[config.mk]
export PLATFORM = sky130hd
export DESIGN_NAME = load_store_unit
export DESIGN_NICKNAME = d
export VERILOG_FILES = /design/src/rtl/core_pkg.sv /design/src/rtl/lsu_align.sv /design/src/rtl/load_store_unit.sv
export SDC_FILE = /design/constraint.sdc
export NUM_CORES = 1
export LEC_CHECK = 0
export CORE_MARGIN = 2
export CORE_UTILIZATION = 39
export CTS_CLUSTER_DIAMETER = 60
export DETAILED_ROUTE_END_ITERATION = 16
export PLACE_DENSITY = 0.78
export REMOVE_ABC_BUFFERS = 1
export SYNTH_ARGS = -nofsm -noshare
export SYNTH_HDL_FRONTEND = slang
export SYNTH_SLANG_ARGS = --single-unit
[constraint.sdc]
create_clock -name clk -period 2 [get_ports clk]
set_clock_uncertainty 0.2 [all_clocks]
set_input_delay 0.6 -clock clk [delete_from_list [all_inputs] [get_ports clk]]
set_output_delay 0.6 -clock clk [all_outputs]
set_load 0.05 [all_outputs]
[src/rtl/core_pkg.sv]
// Shared LSU definitions: funct3 size/sign codes, FSM state encoding and
// the access-legality rule used when an instruction is accepted.
package core_pkg;

  localparam int XLEN = 32;

  localparam logic [2:0] LSU_B  = 3'b000;
  localparam logic [2:0] LSU_H  = 3'b001;
  localparam logic [2:0] LSU_W  = 3'b010;
  localparam logic [2:0] LSU_BU = 3'b100;
  localparam logic [2:0] LSU_HU = 3'b101;

  typedef enum logic [1:0] {
    ST_IDLE,
    ST_REQ,
    ST_WAIT,
    ST_DONE
  } lsu_state_t;

  // Unsigned sizes exist only for loads; halves and words must be naturally aligned.
  function automatic logic lsu_legal(input logic is_store, input logic [2:0] funct3,
                                     input logic [1:0] byte_off);
    logic ok;
    ok = 1'b0;
    case (funct3)
      LSU_B:   ok = 1'b1;
      LSU_H:   ok = ~byte_off[0];
      LSU_W:   ok = (byte_off == 2'b00);
      LSU_BU:  ok = ~is_store;
      LSU_HU:  ok = ~is_store & ~byte_off[0];
      default: ok = 1'b0;
    endcase
    return ok;
  endfunction

endpackage

[src/rtl/lsu_align.sv]
// Byte-lane steering for stores and lane extraction plus sign/zero extension
// for loads. Purely combinational.
module lsu_align
  import core_pkg::*;
(
  input  logic            is_store,
  input  logic [2:0]      funct3,
  input  logic [1:0]      byte_off,
  input  logic [XLEN-1:0] store_data,
  input  logic [XLEN-1:0] load_word,
  output logic [3:0]      be,
  output logic [XLEN-1:0] wdata,
  output logic [XLEN-1:0] load_data
);

  logic [7:0]  load_byte;
  logic [15:0] load_half;

  assign load_byte = load_word[8*byte_off +: 8];
  assign load_half = byte_off[1] ? load_word[31:16] : load_word[15:0];

  always_comb begin
    be    = 4'b1111;
    wdata = store_data;
    if (is_store) begin
      case (funct3)
        LSU_B: begin
          be    = 4'b0001 << byte_off;
          wdata = {4{store_data[7:0]}};
        end
        LSU_H: begin
          be    = byte_off[1] ? 4'b1100 : 4'b0011;
          wdata = {2{store_data[15:0]}};
        end
        default: begin
          be    = 4'b1111;
          wdata = store_data;
        end
      endcase
    end
  end

  always_comb begin
    load_data = load_word;
    case (funct3)
      LSU_B:   load_data = {{24{load_byte[7]}}, load_byte};
      LSU_BU:  load_data = {24'h0, load_byte};
      LSU_H:   load_data = {{16{load_half[15]}}, load_half};
      LSU_HU:  load_data = {16'h0, load_half};
      default: load_data = load_word;
    endcase
  end

endmodule

[src/rtl/load_store_unit.sv]
// Memory-access stage: accepts one load/store, drives the req/gnt/rvalid data
// memory handshake, stalls the pipeline and returns extended load data.
module load_store_unit
  import core_pkg::*;
#(
  parameter int ADDR_W = 10
) (
  input  logic              clk,
  input  logic              rst,
  input  logic              ex_valid,
  input  logic              ex_load,
  input  logic              ex_store,
  input  logic [2:0]        ex_funct3,
  input  logic [31:0]       ex_addr,
  input  logic [31:0]       ex_wdata,
  input  logic [4:0]        ex_rd,
  output logic              lsu_stall,
  output logic              wb_valid,
  output logic [4:0]        wb_rd,
  output logic [31:0]       wb_data,
  output logic              lsu_err,
  output logic              dmem_req,
  output logic              dmem_we,
  output logic [3:0]        dmem_be,
  output logic [ADDR_W-1:0] dmem_addr,
  output logic [31:0]       dmem_wdata,
  input  logic              dmem_gnt,
  input  logic              dmem_rvalid,
  input  logic [31:0]       dmem_rdata
);

  lsu_state_t state, state_next;

  logic [ADDR_W+1:0] addr_q;
  logic [2:0]        funct3_q;
  logic [31:0]       wdata_q;
  logic [4:0]        rd_q;
  logic              load_q;
  logic              err_q;
  logic [31:0]       wb_data_q;

  logic              accept;
  logic              legal;
  logic              in_req;
  logic [3:0]        be_al;
  logic [31:0]       wdata_al;
  logic [31:0]       load_al;
  logic              unused_addr_bits;

  assign unused_addr_bits = ^ex_addr[31:ADDR_W+2];

  assign accept = (state == ST_IDLE) & ex_valid & (ex_load | ex_store);
  assign legal  = lsu_legal(ex_store, ex_funct3, ex_addr[1:0]);
  assign in_req = (state == ST_REQ);

  lsu_align u_align (
    .is_store   (~load_q),
    .funct3     (funct3_q),
    .byte_off   (addr_q[1:0]),
    .store_data (wdata_q),
    .load_word  (dmem_rdata),
    .be         (be_al),
    .wdata      (wdata_al),
    .load_data  (load_al)
  );

  always_ff @(posedge clk) begin
    if (rst) begin
      state     <= ST_IDLE;
      addr_q    <= '0;
      funct3_q  <= '0;
      wdata_q   <= '0;
      rd_q      <= '0;
      load_q    <= 1'b0;
      err_q     <= 1'b0;
      wb_data_q <= '0;
    end else begin
      state <= state_next;
      if (accept) begin
        addr_q   <= ex_addr[ADDR_W+1:0];
        funct3_q <= ex_funct3;
        wdata_q  <= ex_wdata;
        rd_q     <= ex_rd;
        load_q   <= ex_load;
        err_q    <= ~legal;
      end
      if ((state == ST_WAIT) && dmem_rvalid) begin
        wb_data_q <= load_al;
      end
    end
  end

  always_comb begin
    state_next = state;
    case (state)
      ST_IDLE: if (accept) state_next = legal ? ST_REQ : ST_DONE;
      ST_REQ:  if (dmem_gnt) state_next = load_q ? ST_WAIT : ST_DONE;
      ST_WAIT: if (dmem_rvalid) state_next = ST_DONE;
      ST_DONE: state_next = ST_IDLE;
      default: state_next = ST_IDLE;
    endcase
  end

  // Memory-side outputs come straight from latched fields, so they stay stable until gnt.
  assign dmem_req   = in_req;
  assign dmem_we    = in_req & ~load_q;
  assign dmem_be    = in_req ? be_al : 4'b0000;
  assign dmem_addr  = in_req ? addr_q[ADDR_W+1:2] : '0;
  assign dmem_wdata = in_req ? wdata_al : 32'h0;

  assign lsu_stall = accept | (state == ST_REQ) | (state == ST_WAIT);
  assign wb_valid  = (state == ST_DONE) & load_q & ~err_q;
  assign lsu_err   = (state == ST_DONE) & err_q;
  assign wb_rd     = rd_q;
  assign wb_data   = wb_data_q;

endmodule

==> results.py <==
metrics = {
    "run_status": {
        "outcome": "complete, but fails checks",
        "violations": "setup timing",
    },
    "place": {
        "place_hpwl_um": 12660,
        "gp_congestion": 0.8690,
        "post-place-cells": 945,
        "pre_cts_slack_ns": -0.6218,
        "io_buffers": 178,
        "place_area_um2": 8021,
    },
    "final_layout": {
        "area_growth_pct": 91.58,
        "layout_commonest_cell": "nand2_1",
        "diodes": 0,
        "post-route-cell-area_um2": 8941,
        "post-route-util": 0.7731,
        "mostFrequentLayoutCells": "nand2_1, buf_12, dfxtp_1, clkdlybuf4s50_1, a21oi_1",
        "instances_no_fill": 976,
        "fill_cells": 741,
        "fin_nets": 945,
        "drive_gt1_frac": 0.3697,
    },
    "synthesis": {
        "synth_top_area_frac": 0.3775,
        "synth_top_area_cell": "dfxtp_1",
        "ys.flop_type": "dfxtp_1",
        "postSynthAreaPerCell_um2": 7.857,
        "synth_edf_count": 0,
        "syn_area_um2": 4667,
        "synth_cell_types": 50,
        "synthTopCellsByArea": "dfxtp_1, nand2_1, a21oi_1, mux2i_1, a311oi_1",
        "seq_area_frac_synth": 0.3775,
        "yosys_register_bits": 88,
        "yosysWarningCount": 0,
        "syn_inst": 594,
        "synthArstFlopShare": 0,
    },
    "floorplan": {
        "io_pins": 199,
        "core_region_area_um2": 11560,
        "start_util": 0.4035,
        "die_w_um": 113.4,
        "die_h_um": 113.4,
        "die-area_um2": 12860,
        "num_rows": 39,
    },
    "power_and_ir_drop": {
        "p_leak_nw": 3.487,
        "power_density_nw_per_um2": 1075,
        "ir_worst_vdd_v": 0.0005578,
    },
    "drt": {
        "met2_length_um": 9365,
        "drt_iter0_drc": 387,
        "drc_errors": 0,
        "drt-met1-wl_um": 7255,
        "vias_per_cell": 5.738,
        "route.vias.total": 5600,
        "wire_per_inst_um": 19.57,
        "drtAntennaViolNets": 0,
        "wl_met3_um": 1717,
        "top_layer_used": "met4",
        "firstDrtPassIters": 5,
        "wl_um": 19100,
    },
    "clock_tree": {
        "htreeDepth": 3,
        "cts.sinks": 88,
        "cts_tree": "done",
        "postCtsHoldBufs": 0,
        "clock_latency_ns": 0.34,
        "numCtsBuffers": 9,
        "clk_pin_slew_ns": 0.06,
        "cts_buffer_depth": 2,
        "root_buffer": "clkbuf_16",
    },
    "worst_setup_path": {
        "worstSetupEndpointType": "primary output",
        "worst_ep_required_time_ns": 1.20,
        "path_max_fanout": 7,
        "worstSetupStartpointType": "register",
        "critical_path_arrival_ns": 1.71,
        "critPathKind": "reg2out",
    },
    "global_route": {
        "grt_pass1_vias": 5813,
        "antenna_found_initial": 0,
        "gr-total-overflow": 0,
        "grt_max_degree": 54,
        "grt_pass1_wl_um": 29490,
        "grt_usage": 0.2874,
    },
    "sta": {
        "max_freq_ghz": 0.3990,
        "period_share": 1.253,
        "setup_viol": 52,
        "tns_ns": -20.49,
        "hold_viol": 0,
        "slew_viol_final": 0,
        "slew_headroom": 0.6245,
        "rsz0062_at_grt": "yes",
        "tightestPinTransition_ns": 0.5620,
        "fin_crit_ns": 2.507,
        "worst_slack_ns": -0.5065,
    },
    "job": {
        "timing.max_cap.violations": 0,
    },
    "hold_path": {
        "hold_class": "reg2reg",
    },
}
## critical path, stage by stage, from the launching register on
cell and delay, ns:
dfxtp_4 0.36, buf_6 0.12, nor3_4 0.20, buf_6 0.18
buf_4 0.13, nand2_4 0.05, a21boi_4 0.18, buf_12 0.15
## cell usage after synthesis, drive strengths merged (2+ instances only)
master and n:
a2111oi 2, a211oi 2, a21boi 9, a21oi 79, a221oi 3, a311o 4, a311oi 18, a31oi 2
and2 22, buf 15, clkbuf 40, dfxtp 88, ha 5, inv 5, mux2 6, mux2i 19
nand2 133, nand2b 5, nand3 4, nand3b 7, nand4b 8, nor2 23, nor2b 17, nor3 2
nor4 8, o211a 9, o21ai 21, o21bai 2, o22ai 4, or2 7, or3 3, or3b 8
or4 2
## what timing repair did
item | CTS | global route
endpoints found under the setup margin | 114 | 114
cloned | 5 | 2
buffers inserted | 10 | 10
pin swaps | 25 | 16
gates resized for setup | 105 | 53
## logic make-up after synthesis
| family | count (synthesis) | share of synthesized area |
|---|---|---|
| AOI/OAI and AO/OA | 163 | 0.2276 |
| adders and majority gates | 5 | 0.01340 |
| buffers and inverters | 60 | 0.05255 |
| DFF | 88 | 0.3775 |
| muxes | 26 | 0.06005 |
| and+or+nand+nor | 252 | 0.2689 |
## per-stage QoR
stage	hold slack, ns	power [mW]
after global routing	0.2729	9.981
after global placement	0.2391	6.920
after floorplan	0.2257	4.538
final	0.2529	9.611
after CTS	0.2550	9.220
after detailed placement	0.2466	7.047
## power by group
group | internal, mW | switching [mW]
logic | 2.79 | 2.82
registers | 2.08 | 0.353
clock network | 0.906 | 0.658
total | 5.78 | 3.83
## final cells by class
| cell class | count | area, um^2 | area share |
|---|---|---|---|
| clock buffers | 15 | 267.8 | 0.02995 |
| inverters | 5 | 18.77 | 0.002099 |
| multi-input cells | 446 | 3009 | 0.3366 |
| flip-flops and latches | 88 | 1775 | 0.1986 |
| well taps | 143 | 178.9 | 0.02001 |
| repair buffers | 279 | 3691 | 0.4128 |
## sequential cells by signal (all words and copies together) (netlist names)
register	cells
state	2
wb_rd	5
funct3_q	3
addr_q	12
err_q	1
wb_data	32
wdata_q	32
load_q	1
## routing by layer
metal,vias to the layer above,global-route usage
li1,2556,-
met1,2666,0.3334
met2,318,0.4850
met3,60,0.09086
met4,0,0.1325
met5,-,0
## worst paths after layout
kind / from / to / slack (ns) / cells after the start
setup / recovery: load_q / dmem_wdata[17] / -0.51 / 7
hold / removal: wdata_q[27] / wdata_q[27] / 0.25 / 2
setup reg to reg: state[1] / state[0] / -0.04 / 8
hold reg to reg: wdata_q[27] / wdata_q[27] / 0.25 / 2
Power figures use the tool's default switching activity.
